[config.mk]
export PLATFORM = sky130hd
export DESIGN_NAME = fetch_stage
export DESIGN_NICKNAME = d
export VERILOG_FILES = /design/src/rtl/fetch_stage.sv
export SDC_FILE = /design/constraint.sdc
export NUM_CORES = 1
export LEC_CHECK = 0
export CAP_MARGIN = 20
export CELL_PAD_IN_SITES_DETAIL_PLACEMENT = 0
export CELL_PAD_IN_SITES_GLOBAL_PLACEMENT = 1
export CORE_ASPECT_RATIO = 1.1
export CORE_UTILIZATION = 42
export CTS_BUF_LIST = sky130_fd_sc_hd__clkbuf_8
export CTS_CLUSTER_DIAMETER = 120
export CTS_CLUSTER_SIZE = 24
export DETAILED_ROUTE_END_ITERATION = 8
export PLACE_DENSITY_LB_ADDON = 0.1
export SLEW_MARGIN = 20
export SYNTH_ARGS = -nofsm -noshare
export SYNTH_HDL_FRONTEND = slang
export SYNTH_SLANG_ARGS = --single-unit
[constraint.sdc]
create_clock -name clk -period 4.35 [get_ports clk]
set_input_delay 0.87 -clock clk [delete_from_list [all_inputs] [get_ports clk]]
set_output_delay 0.87 -clock clk [all_outputs]
set_load 0.02 [all_outputs]
[src/rtl/fetch_stage.sv]
// Instruction-fetch stage: owns the fetch PC, issues word requests to a
// synchronous-read instruction memory and buffers returned words for decode.
// Optional macro FETCH_PERF_EN adds perf_fetched / perf_stall counters.
module fetch_stage #(
  parameter int unsigned     XLEN     = 32,
  parameter logic [XLEN-1:0] RESET_PC = '0,
  parameter int unsigned     DEPTH    = 2
) (
  input  logic            clk,
  input  logic            reset,
  output logic            imem_req,
  output logic [XLEN-1:0] imem_addr,
  input  logic [31:0]     imem_rdata,
  output logic            if_valid,
  output logic [XLEN-1:0] pc_if,
  output logic [31:0]     instr_if,
  input  logic            id_ready,
  input  logic            redirect_valid,
  input  logic [XLEN-1:0] redirect_pc
`ifdef FETCH_PERF_EN
  ,
  output logic [31:0]     perf_fetched,
  output logic [31:0]     perf_stall
`endif
);

  localparam int unsigned PW = $clog2(DEPTH);
  localparam int unsigned CW = PW + 1;
  localparam int unsigned OW = CW + 1;

  logic [XLEN-1:0] r_fpc;
  logic            r_inflight;
  logic [XLEN-1:0] r_inflight_pc;
  logic [CW-1:0]   r_count;
  logic [PW-1:0]   r_head;
  logic [PW-1:0]   r_tail;
  logic [XLEN-1:0] r_buf_pc    [DEPTH];
  logic [31:0]     r_buf_instr [DEPTH];

  logic          w_pop;
  logic          w_push;
  logic [OW-1:0] w_occ;
  logic          w_unused;

  // Credit check counts the slot freed by this cycle's pop, so the
  // id_ready -> imem_req path is combinational by design.
  always_comb begin
    w_pop    = if_valid && id_ready;
    w_push   = r_inflight;
    w_occ    = OW'(r_count) + OW'(r_inflight) - OW'(w_pop);
    imem_req = !reset && !redirect_valid && (w_occ < OW'(DEPTH));
  end

  assign imem_addr = r_fpc;
  assign if_valid  = (r_count != '0);
  assign pc_if     = r_buf_pc[r_head];
  assign instr_if  = r_buf_instr[r_head];
  assign w_unused  = &{1'b0, redirect_pc[1:0]};

  // Fetch PC, in-flight tracking and circular buffer; redirect beats issue/push/pop.
  always_ff @(posedge clk) begin
    if (reset) begin
      r_fpc         <= RESET_PC;
      r_inflight    <= 1'b0;
      r_inflight_pc <= '0;
      r_count       <= '0;
      r_head        <= '0;
      r_tail        <= '0;
      for (int i = 0; i < int'(DEPTH); i++) begin
        r_buf_pc[i]    <= '0;
        r_buf_instr[i] <= '0;
      end
    end else if (redirect_valid) begin
      r_fpc      <= {redirect_pc[XLEN-1:2], 2'b00};
      r_inflight <= 1'b0;
      r_count    <= '0;
      r_head     <= '0;
      r_tail     <= '0;
    end else begin
      r_inflight <= imem_req;
      if (imem_req) begin
        r_fpc         <= r_fpc + XLEN'(4);
        r_inflight_pc <= r_fpc;
      end
      if (w_push) begin
        r_buf_pc[r_tail]    <= r_inflight_pc;
        r_buf_instr[r_tail] <= imem_rdata;
        r_tail              <= r_tail + PW'(1);
      end
      if (w_pop) begin
        r_head <= r_head + PW'(1);
      end
      r_count <= r_count + CW'(w_push) - CW'(w_pop);
    end
  end

`ifdef FETCH_PERF_EN
  // Accepted-instruction and decode-backpressure counters, free-running wrap.
  always_ff @(posedge clk) begin
    if (reset) begin
      perf_fetched <= '0;
      perf_stall   <= '0;
    end else begin
      if (w_pop) begin
        perf_fetched <= perf_fetched + 32'd1;
      end
      if (if_valid && !id_ready) begin
        perf_stall <= perf_stall + 32'd1;
      end
    end
  end
`endif

endmodule

==> run_results.csv, run 1 <==
group,metric,value,unit
cts,cts_resized,1,
run,drv_cap,0,
setup_path,worstSetupPathType,"in2out",
cts,htree_levels,4,
setup_path,arrival,3380,ps
placed_design,dpl_cell_area,0.01009,sq mm
logic_synthesis,ys_top_cells_by_area,"edfxtp_1 45%, dfxtp_1 16%, and2_1 10%",
placed_design,pre_cts_slack,-208.3,ps
cts,postCtsSetupBuffers,0,
logic_synthesis,ys.flop_type,"edfxtp_1",
logic_synthesis,synth_top_area_share,44.68,%
timing,fin_skew,16.76,ps
min_path,hold_class,"reg2reg",
drt,via_per_inst,5.222,
global_routing,use_met3,5.149,%
timing,fin_ws,102.0,ps
placed_design,gp_congestion,0.8550,
pwr,power_switching,0.9936,mW
timing,period_minus_slack,4248,ps
floorplan,fp.dieH,149.7,um
logic_synthesis,syn_area,0.008333,sq mm
layout,stdcell_count,1115,
pwr,combPwrFrac,12.8,%
timing,tns,0,ps
logic_synthesis,synth_most_common_cell,"and2_1",
global_routing,grt_use_met2,34.06,%
placed_design,dp_hpwl,11610,um
drt,wl_per_cell,17.35,um
logic_synthesis,yosysUniqueCellTypes,43,
pwr,power.share.switching,26.89,%
outcome,status,"finished, final reports clean",
pwr,intPower,2.701,mW
drt,dr.pass1.iters,4,
setup_path,crit_slowest_cell,"or4_4",
setup_path,critPathLaunchType,"input pin",
timing,slew_viol_final,0,
global_routing,grt.total_usage,19.60,%
global_routing,grt_busiest_layer,"met2",
cts,clkTransAtPathRegs,90,ps
global_routing,grt_pass1_wl,30230,um
drt,wl,19350,um
cts,holdBufCountCts,0,
pwr,leakagePower,3.792,nW
timing,setup_viol,0,
cts,clock-sinks,190,
setup_path,cp.required,3480,ps
logic_synthesis,synthArstFlopShare,0,%
logic_synthesis,synth-edff-count,124,
setup_path,critPathTopFamily,"buffers and inverters",
floorplan,dieWidth,136.3,um
drt,drc_errors,0,
layout,final_area,0.01048,sq mm
global_routing,grt_max_degree,72,
layout,syn2layout_area_growth,25.74,%
logic_synthesis,ys_seq_area_share,60.54,%
cts,tritoncts,"built",
floorplan,core.rowCount,53,
floorplan,coreArea,0.01930,sq mm
cts,numCtsBuffers,17,
timing,relSlewSlack,26.55,%
global_routing,grt_util_met1,23.82,%
layout,nets,926,
layout,layout-drive-gt1-share,13.03,%
timing,fmax,235.4,MHz
cts,clock_latency,460,ps
floorplan,initial_core_util,43.18,%
timing,rsz0062_at_grt,"no",
setup_path,crit_fanout,2,
logic_synthesis,yosysTopAreaCell,"edfxtp_1",
setup_path,crit_chain,"clkdlybuf4s50_1, and2_1, ha_1, inv_1, ha_1, fa_1, or4_4, inv_1, dlygate4sd2_1",
drt,vias,5823,
logic_synthesis,synthTopCellsByCount,"135 x and2_1, 124 x edfxtp_1, 74 x nand2_1",
setup_path,path_buf_inv,4,
global_routing,gr-total-overflow,0,
cts,clk_path_buf_depth,2,
layout,nFillCells,1679,
pwr,p_seq_share,55.8,%
placed_design,dp.cells,1082,
cts,clockRootBuffer,"clkbuf_8",
pwr,clockPowerShare,31.3,%
pwr,peakVddDrop,0.1802,mV
timing,worstMarginPinSlew,1093,ps
timing,hold_viol,0,
floorplan,io-pin-count,166,
placed_design,portBuffers,159,
layout,post-route-util,54.30,%
drt,ant_nets,0,
logic_synthesis,ys_warn_count,0,
timing,fin_crit_sh,97.66,%
drt,drt_iter0_drc,345,
logic_synthesis,ys_ff_latch,190,
pwr,p_per_area,352.7,mW/mm^2
setup_path,critPathMaxStageDelay,490,ps
global_routing,antenna_found_initial,1,
logic_synthesis,syn_inst,719,
floorplan,dieArea,0.02041,sq mm
setup_path,crit_path_end_kind,"primary output",
global_routing,grt_pass1_vias,5837,
logic_synthesis,syn-mean-instance-area,11.59,sq um
## cells in the final DEF, fill, tap and decap left out, types with 2 or more instances in the layout
| cell type | n |
|---|---|
| a21oi_1 | 52 |
| a22oi_1 | 6 |
| a31oi_1 | 12 |
| a32oi_1 | 3 |
| and2_1 | 135 |
| and3_1 | 11 |
| buf_4 | 8 |
| clkbuf_8 | 17 |
| clkdlybuf4s50_1 | 157 |
| clkinv_2 | 2 |
| conb_1 | 4 |
| dfxtp_1 | 65 |
| edfxtp_1 | 124 |
| ha_1 | 3 |
| inv_1 | 10 |
| inv_6 | 8 |
| inv_8 | 3 |
| mux2_2 | 63 |
| nand2_1 | 74 |
| nand3_1 | 12 |
| nand4_1 | 13 |
| nor2_1 | 12 |
| nor3_1 | 7 |
| nor4_1 | 2 |
| nor4_2 | 2 |
| o21ai_0 | 15 |
| o22ai_1 | 7 |
| o311ai_0 | 2 |
| or2_4 | 2 |
| or4_4 | 2 |
| xnor2_1 | 4 |
| xor2_1 | 10 |
## metrics by stage
step	power (mW)	hold slack (ps)
finish	3.695	464.4
detailed placement	2.585	454.4
global route	3.841	492.6
global placement	2.573	449.9
CTS	3.726	467.8
floorplan	2.342	440.1
## per-layer routing
layer / part of all wire [%] / vias to the layer above
met5: 0 / -
li1: - / 2797
met4: 0.75 / 0
met1: 43 / 2840
met2: 51 / 176
met3: 5.9 / 10
## cells by family (layout without fill, tap and decap cells)
family	Yosys count	after routing	share of synthesized area, %
AO/OA/AOI/OAI	102	102	6.982
XOR/XNOR	14	14	1.471
adder cells (fa/ha/maj)	4	4	0.6907
buffers and inverters	63	208	3.228
flip-flops	190	190	60.54
multiplexers	64	64	8.634
other	1	5	0.04500
AND/OR/NAND/NOR	281	281	18.41
## power groups by stage
stage	sequential [mW]	clock, mW	combinational (mW)
finish	2.06	1.16	0.475
global route	2.08	1.26	0.510
CTS	2.06	1.18	0.481
detailed placement	2.11	0	0.479
global placement	2.10	0	0.473
floorplan	2.11	0	0.236
## worst reg2reg max path, cell delays in order, from the launching register on
cell	delay, ps
dfxtp_1	330
inv_1	110
nand2_1	90
and2_1	180
ha_1	280
inv_1	40
ha_1	190
fa_1	460
or4_4	490
buf_4	350
or4_4	700
or3_1	330
a31oi_1	180
## registers in the layout (all words and copies together) (netlist names), named ones only
name	count
r_count	2
imem_addr	30
r_buf_pc	60
r_head	1
r_buf_instr	64
r_tail	1
r_inflight_pc	30
r_inflight	1
## final timing paths
check	start	end	slack [ps]	cells past startpoint
worst min register to register	r_inflight_pc[3]	r_inflight_pc[3]	460	2
worst min-delay path	r_inflight_pc[3]	r_inflight_pc[3]	460	2
worst max-delay path	id_ready	imem_req	100	9
worst max register to register	r_count[1]	imem_addr[14]	550	12
## layout make-up
cell class                 count  area (sq um)  share of cell area (%)
tap                          247         309.0                   2.950
clock buffer                  17         234.0                   2.233
antenna                        1         2.502                 0.02388
multi-input combinational    469          3057                   29.17
clock inverter                15         147.6                   1.409
inverter                       9         33.78                  0.3224
sequential                   190          5049                   48.19
timing repair buffer         167          1645                   15.70
(Power assumes the default switching activity.)
==> inputs of run 2 (changes only) <==
--- a/config.mk
+++ b/config.mk
@@ -14,8 +14,9 @@
 export CTS_CLUSTER_DIAMETER = 120
 export CTS_CLUSTER_SIZE = 24
 export DETAILED_ROUTE_END_ITERATION = 8
+export GPL_TIMING_DRIVEN = 0
 export PLACE_DENSITY_LB_ADDON = 0.1
-export SLEW_MARGIN = 20
+export SLEW_MARGIN = 15
 export SYNTH_ARGS = -nofsm -noshare
 export SYNTH_HDL_FRONTEND = slang
 export SYNTH_SLANG_ARGS = --single-unit
==> run_results.csv, run 2 (synthesized netlist as in run 1, its figures left out) <==
group,metric,value,unit
timing,period_minus_slack,4257,ps
setup_path,crit_chain,"clkdlybuf4s50_1, and2_4, ha_1, inv_1, ha_1, fa_1, or4_4, clkinvlp_4, buf_12, buf_4",
drt,drt_iter0_drc,347,
floorplan,core.rowCount,53,
global_routing,gr-total-overflow,0,
floorplan,initial_core_util,43.18,%
setup_path,cp.required,3480,ps
setup_path,arrival,3390,ps
layout,layout_common_cells,"156 x clkdlybuf4s50_1, 134 x and2_1, 124 x edfxtp_1, 74 x nand2_1, 66 x dfxtp_1",
floorplan,fp.dieH,149.7,um
pwr,clockPowerShare,30.8,%
outcome,status,"finished, final reports clean",
pwr,combPwrFrac,13.7,%
setup_path,crit_path_end_kind,"primary output",
placed_design,pre_cts_slack,-1196,ps
timing,fin_ws,93.17,ps
setup_path,critPathLaunchType,"input pin",
floorplan,io-pin-count,166,
pwr,intPower,2.712,mW
global_routing,grt_busiest_layer,"met2",
floorplan,coreArea,0.01930,sq mm
layout,largest_reg_flops,64,
drt,ant_nets,0,
layout,stdcell_count,1160,
timing,hold_viol,0,
cts,numCtsBuffers,17,
setup_path,cp_common_cell,"ha_1",
floorplan,dieWidth,136.3,um
layout,nets,972,
layout,largest-register,"r_buf_instr",
pwr,power.share.switching,26.84,%
global_routing,use_met3,4.641,%
drt,drc_errors,0,
global_routing,grt_pass1_wl,31510,um
pwr,p_seq_share,55.5,%
timing,fin_skew,16.87,ps
pwr,p_total,3.706,mW
global_routing,grt.total_usage,20.55,%
layout,reg_top3,"r_buf_instr: 64 flops, r_buf_pc: 60 flops",
global_routing,antenna_found_initial,0,
timing,fin_crit_sh,97.86,%
setup_path,crit_slowest_cell,"or4_4",
layout,final_area,0.01067,sq mm
drt,wl_per_cell,17.53,um
placed_design,portBuffers,157,
setup_path,crit_fanout,9,
global_routing,grt_util_met1,25.74,%
timing,slew_viol_final,0,
layout,syn2layout_area_growth,28.02,%
cts,clock-sinks,190,
placed_design,gp_congestion,0.8252,
pwr,power_switching,0.9946,mW
timing,relSlewSlack,46.40,%
drt,wl,20330,um
layout,layout-drive-gt1-share,12.27,%
drt,dr.pass1.iters,5,
global_routing,grt_max_degree,39,
timing,rsz0062_at_grt,"no",
layout,diodes,0,
global_routing,grt_pass1_vias,6024,
setup_path,critPathTopFamily,"adder cells",
setup_path,critPathMaxStageDelay,590,ps
cts,htree_levels,4,
run,drv_cap,0,
pwr,leakagePower,3.846,nW
pwr,p_per_area,347.4,mW/mm^2
cts,clk_path_buf_depth,2,
timing,worstMarginPinSlew,801.0,ps
cts,clockRootBuffer,"clkbuf_8",
cts,clkTransAtPathRegs,90,ps
placed_design,dp.cells,1128,
drt,vias,5976,
placed_design,dp_hpwl,14120,um
timing,fmax,234.9,MHz
min_path,hold_class,"reg2reg",
cts,tritoncts,"built",
pwr,peakVddDrop,0.1768,mV
setup_path,path_buf_inv,5,
cts,clock_latency,460,ps
setup_path,worstSetupPathType,"in2out",
floorplan,dieArea,0.02041,sq mm
timing,setup_viol,0,
placed_design,dpl_cell_area,0.01027,sq mm
layout,final_common_cell,"clkdlybuf4s50_1",
global_routing,grt_use_met2,34.90,%
drt,via_per_inst,5.152,
-- run 2: power groups by stage --
stage / logic, mW / registers, mW / clock network, mW
after floorplan: 0.236 / 2.11 / 0
after global placement: 0.493 / 2.10 / 0
final: 0.508 / 2.06 / 1.14
after CTS: 0.515 / 2.06 / 1.17
after global routing: 0.547 / 2.07 / 1.24
after detailed placement: 0.505 / 2.10 / 0
-- run 2: worst register-to-register path, cell delays in order, from the launching register on --
cell	delay [ps]
dfxtp_1	330
inv_1	90
nand2_1	70
and2_4	160
ha_1	260
inv_1	40
ha_1	190
fa_1	500
or4_4	590
clkinvlp_4	140
buf_12	110
buf_4	240
buf_1	390
nand2_1	100
a21oi_1	140
-- run 2: final cells by class --
class / instances / area (sq um)
buffer: 52 / 235.2
clock buffer: 17 / 234.0
clock inverter: 15 / 145.1
fill: 1657 / 8630
inverter: 9 / 37.54
multi-input combinational: 469 / 3038
sequential: 190 / 5045
tap: 247 / 309.0
timing repair buffer: 161 / 1624
-- run 2: repair_timing --
action | CTS | global route
buffers inserted | 2 | 0
hold buffers | 0 | 0
setup endpoints to repair | 1 | 1
gates resized for setup | 10 | 1
pin swaps | 0 | 1
-- run 2: per-stage QoR --
| stage | hold WS (ps) | setup TNS, ps | utilization, % |
|---|---|---|---|
| floorplan | 440.1 | 0 | - |
| global placement | 450.1 | -1157 | 52.99 |
| detailed placement | 453.6 | -1196 | 53.22 |
| CTS | 466.9 | 0 | 55.33 |
| global route | 487.2 | 0 | 55.28 |
| finish | 467.0 | 0 | 55.28 |
-- run 2: final timing paths --
path                     start                 to  slack, ps  cells past startpoint
max                   id_ready           imem_req         90                     10
min          r_inflight_pc[26]  r_inflight_pc[26]        470                      2
max reg2reg         r_count[1]  r_inflight_pc[10]        930                     14
min reg2reg  r_inflight_pc[26]  r_inflight_pc[26]        470                      2
-- run 2: routing by layer --
| metal | vias up | part of all wire (%) |
|---|---|---|
| li1 | 2888 | - |
| met1 | 2894 | 44 |
| met2 | 180 | 50 |
| met3 | 14 | 5.4 |
| met4 | 0 | 0.99 |
| met5 | - | 0 |
==> inputs of run 3 (changes only) <==
--- a/config.mk
+++ b/config.mk
@@ -15,7 +15,7 @@
 export CTS_CLUSTER_SIZE = 24
 export DETAILED_ROUTE_END_ITERATION = 8
 export GPL_TIMING_DRIVEN = 0
-export PLACE_DENSITY_LB_ADDON = 0.1
+export PLACE_DENSITY = 0.91
 export SLEW_MARGIN = 15
 export SYNTH_ARGS = -nofsm -noshare
 export SYNTH_HDL_FRONTEND = slang
==> run_results.csv, run 3 (synthesized netlist as in run 1, its figures left out) <==
group,metric,value,unit
layout,multi_input_area,0.003038,sq mm
timing,hold_viol,0,
cts,htree_levels,4,
timing,tns,0,ps
timing,worstMarginPinSlew,925.5,ps
layout,final_common_cell,"clkdlybuf4s50_1",
pwr,combPwrFrac,13.8,%
setup_path,arrival,3390,ps
timing,fmax,234.6,MHz
cts,clk_path_buf_depth,2,
timing,fin_crit_sh,97.98,%
placed_design,gp_congestion,0.8451,
cts,numCtsBuffers,17,
placed_design,dp_hpwl,13760,um
setup_path,r2r_setup_slack,840,ps
floorplan,dieArea,0.02041,sq mm
cts,clockRootBuffer,"clkbuf_8",
global_routing,grt_max_degree,44,
pwr,peakVddDrop,0.1669,mV
floorplan,fp.dieH,149.7,um
setup_path,worstSetupPathType,"in2out",
cts,clock_latency,460,ps
layout,syn2layout_area_growth,28.47,%
drt,drt_iter0_drc,334,
outcome,status,"finished, final reports clean",
floorplan,core.rowCount,53,
timing,relSlewSlack,38.07,%
drt,wl,20000,um
cts,clkTransAtPathRegs,90,ps
setup_path,crit_path_end,"imem_req",
pwr,leakagePower,3.859,nW
layout,layout_common_cells,"156 x clkdlybuf4s50_1, 134 x and2_1, 124 x edfxtp_1, 74 x nand2_1, 66 x dfxtp_1",
drt,ant_nets,0,
floorplan,initial_core_util,43.18,%
run,drv_cap,0,
cts,clock-sinks,190,
setup_path,cp-startpoint,"id_ready",
pwr,clockPowerShare,30.6,%
layout,regArea,0.005045,sq mm
drt,wl_per_cell,17.21,um
drt,dr.pass1.iters,5,
drt,via_per_inst,5.241,
setup_path,reg2regPathDepth,15,
global_routing,antenna_found_initial,0,
pwr,intPower,2.751,mW
floorplan,coreArea,0.01930,sq mm
cts,holdBufCountCts,0,
drt,vias,6090,
layout,largest-register,"r_buf_instr",
setup_path,crit_path_end_kind,"primary output",
global_routing,grt_pass1_wl,31290,um
floorplan,dieWidth,136.3,um
placed_design,portBuffers,157,
setup_path,r2r-start,"r_count[1]",
layout,diodes,0,
setup_path,crit_fanout,9,
pwr,p_per_area,345.8,mW/mm^2
min_path,hold_class,"reg2reg",
layout,layout-drive-gt1-share,12.35,%
global_routing,gr-total-overflow,0,
timing,hold_slack,461.0,ps
global_routing,grt.total_usage,20.29,%
timing,rsz0062_at_grt,"no",
floorplan,io-pin-count,166,
layout,nFillCells,1688,
timing,fin_skew,10.50,ps
setup_path,cp.required,3480,ps
pwr,p_seq_share,55.6,%
pwr,power_switching,0.9508,mW
timing,slew_viol_final,0,
timing,setup_viol,0,
drt,drc_errors,0,
pwr,power.share.switching,25.68,%
layout,largest_reg_flops,64,
global_routing,grt_pass1_vias,6072,
layout,nets,974,
setup_path,r2r-end,"r_inflight_pc[4]",
setup_path,critPathLaunchType,"input pin",
layout,reg_top3,"r_buf_instr: 64 flops, r_buf_pc: 60 flops",
timing,period_minus_slack,4262,ps
cts,tritoncts,"built",
-- run 3: cell count changes in the layout (fill, tap and decap cells not counted), sizes merged --
cell	previous run	this run
buf	17	19
bufinv	1	2
clkinv	4	3
clkinvlp	2	6
inv	17	13
-- run 3: metrics by stage --
stage	std cells	util [%]	setup slack [ps]	area, sq um	power [mW]
2_1_floorplan	722	-	243.8	8344	2.342
3_3_place_gp	1126	52.99	-1168	10220	2.589
3_5_place_dp	1128	53.30	-1183	10280	2.603
4_1_cts	1160	55.40	68.17	10690	3.725
5_1_grt	1162	55.48	27.36	10710	3.844
6_report	1162	55.48	88.04	10710	3.702
-- run 3: power by group through the flow --
stage               Clock, mW  Sequential (mW)  Combinational, mW
finish                   1.13             2.06              0.511
global route             1.22             2.07              0.550
CTS                      1.15             2.06              0.513
detailed placement          0             2.10              0.504
global placement            0             2.10              0.492
floorplan                   0             2.11              0.236
-- run 3: how the worst min path moves through the flow --
stage	start	endpoint	slack (ps)	cells after the start
2_1_floorplan	r_inflight_pc[10]	r_inflight_pc[10]	440	2
3_3_place_gp	r_inflight_pc[28]	r_inflight_pc[28]	450	2
3_5_place_dp	r_inflight_pc[6]	r_inflight_pc[6]	450	2
4_1_cts	r_inflight_pc[6]	r_inflight_pc[6]	470	2
5_1_grt	r_inflight_pc[5]	r_inflight_pc[5]	490	2
6_report	r_inflight_pc[6]	r_inflight_pc[6]	460	2
-- run 3: what timing repair did --
action                                  CTS  global route
pin swaps                                 0             0
buffers inserted                          1             2
endpoints found under the setup margin    1             1
gates resized for setup                  11             0
-- run 3: final cells by class --
cell class,count,share of cell area [%]
buffer,53,2.302
clock buffer,17,2.186
clock inverter,15,1.391
inverter,9,0.3506
multi-input combinational,469,28.38
sequential,190,47.12
tap,247,2.887
timing repair buffer,162,15.38
-- run 3: metal layers --
layer / global-route usage [%] / share of wire, % / vias to the layer above
met4: 6.222 / 1.4 / 0
met2: 34.97 / 51 / 202
met3: 3.591 / 5.7 / 23
met5: 0 / 0 / -
li1: - / - / 2894
met1: 25.74 / 42 / 2971
-- run 3: worst max-delay path, stage by stage --
cell             delay, ps
clkdlybuf4s50_1        390
and2_4                 150
ha_1                   260
inv_1                   40
ha_1                   180
fa_1                   470
or4_4                  490
buf_6                  160
clkinvlp_4             130
buf_12                 120
buf_4                  130
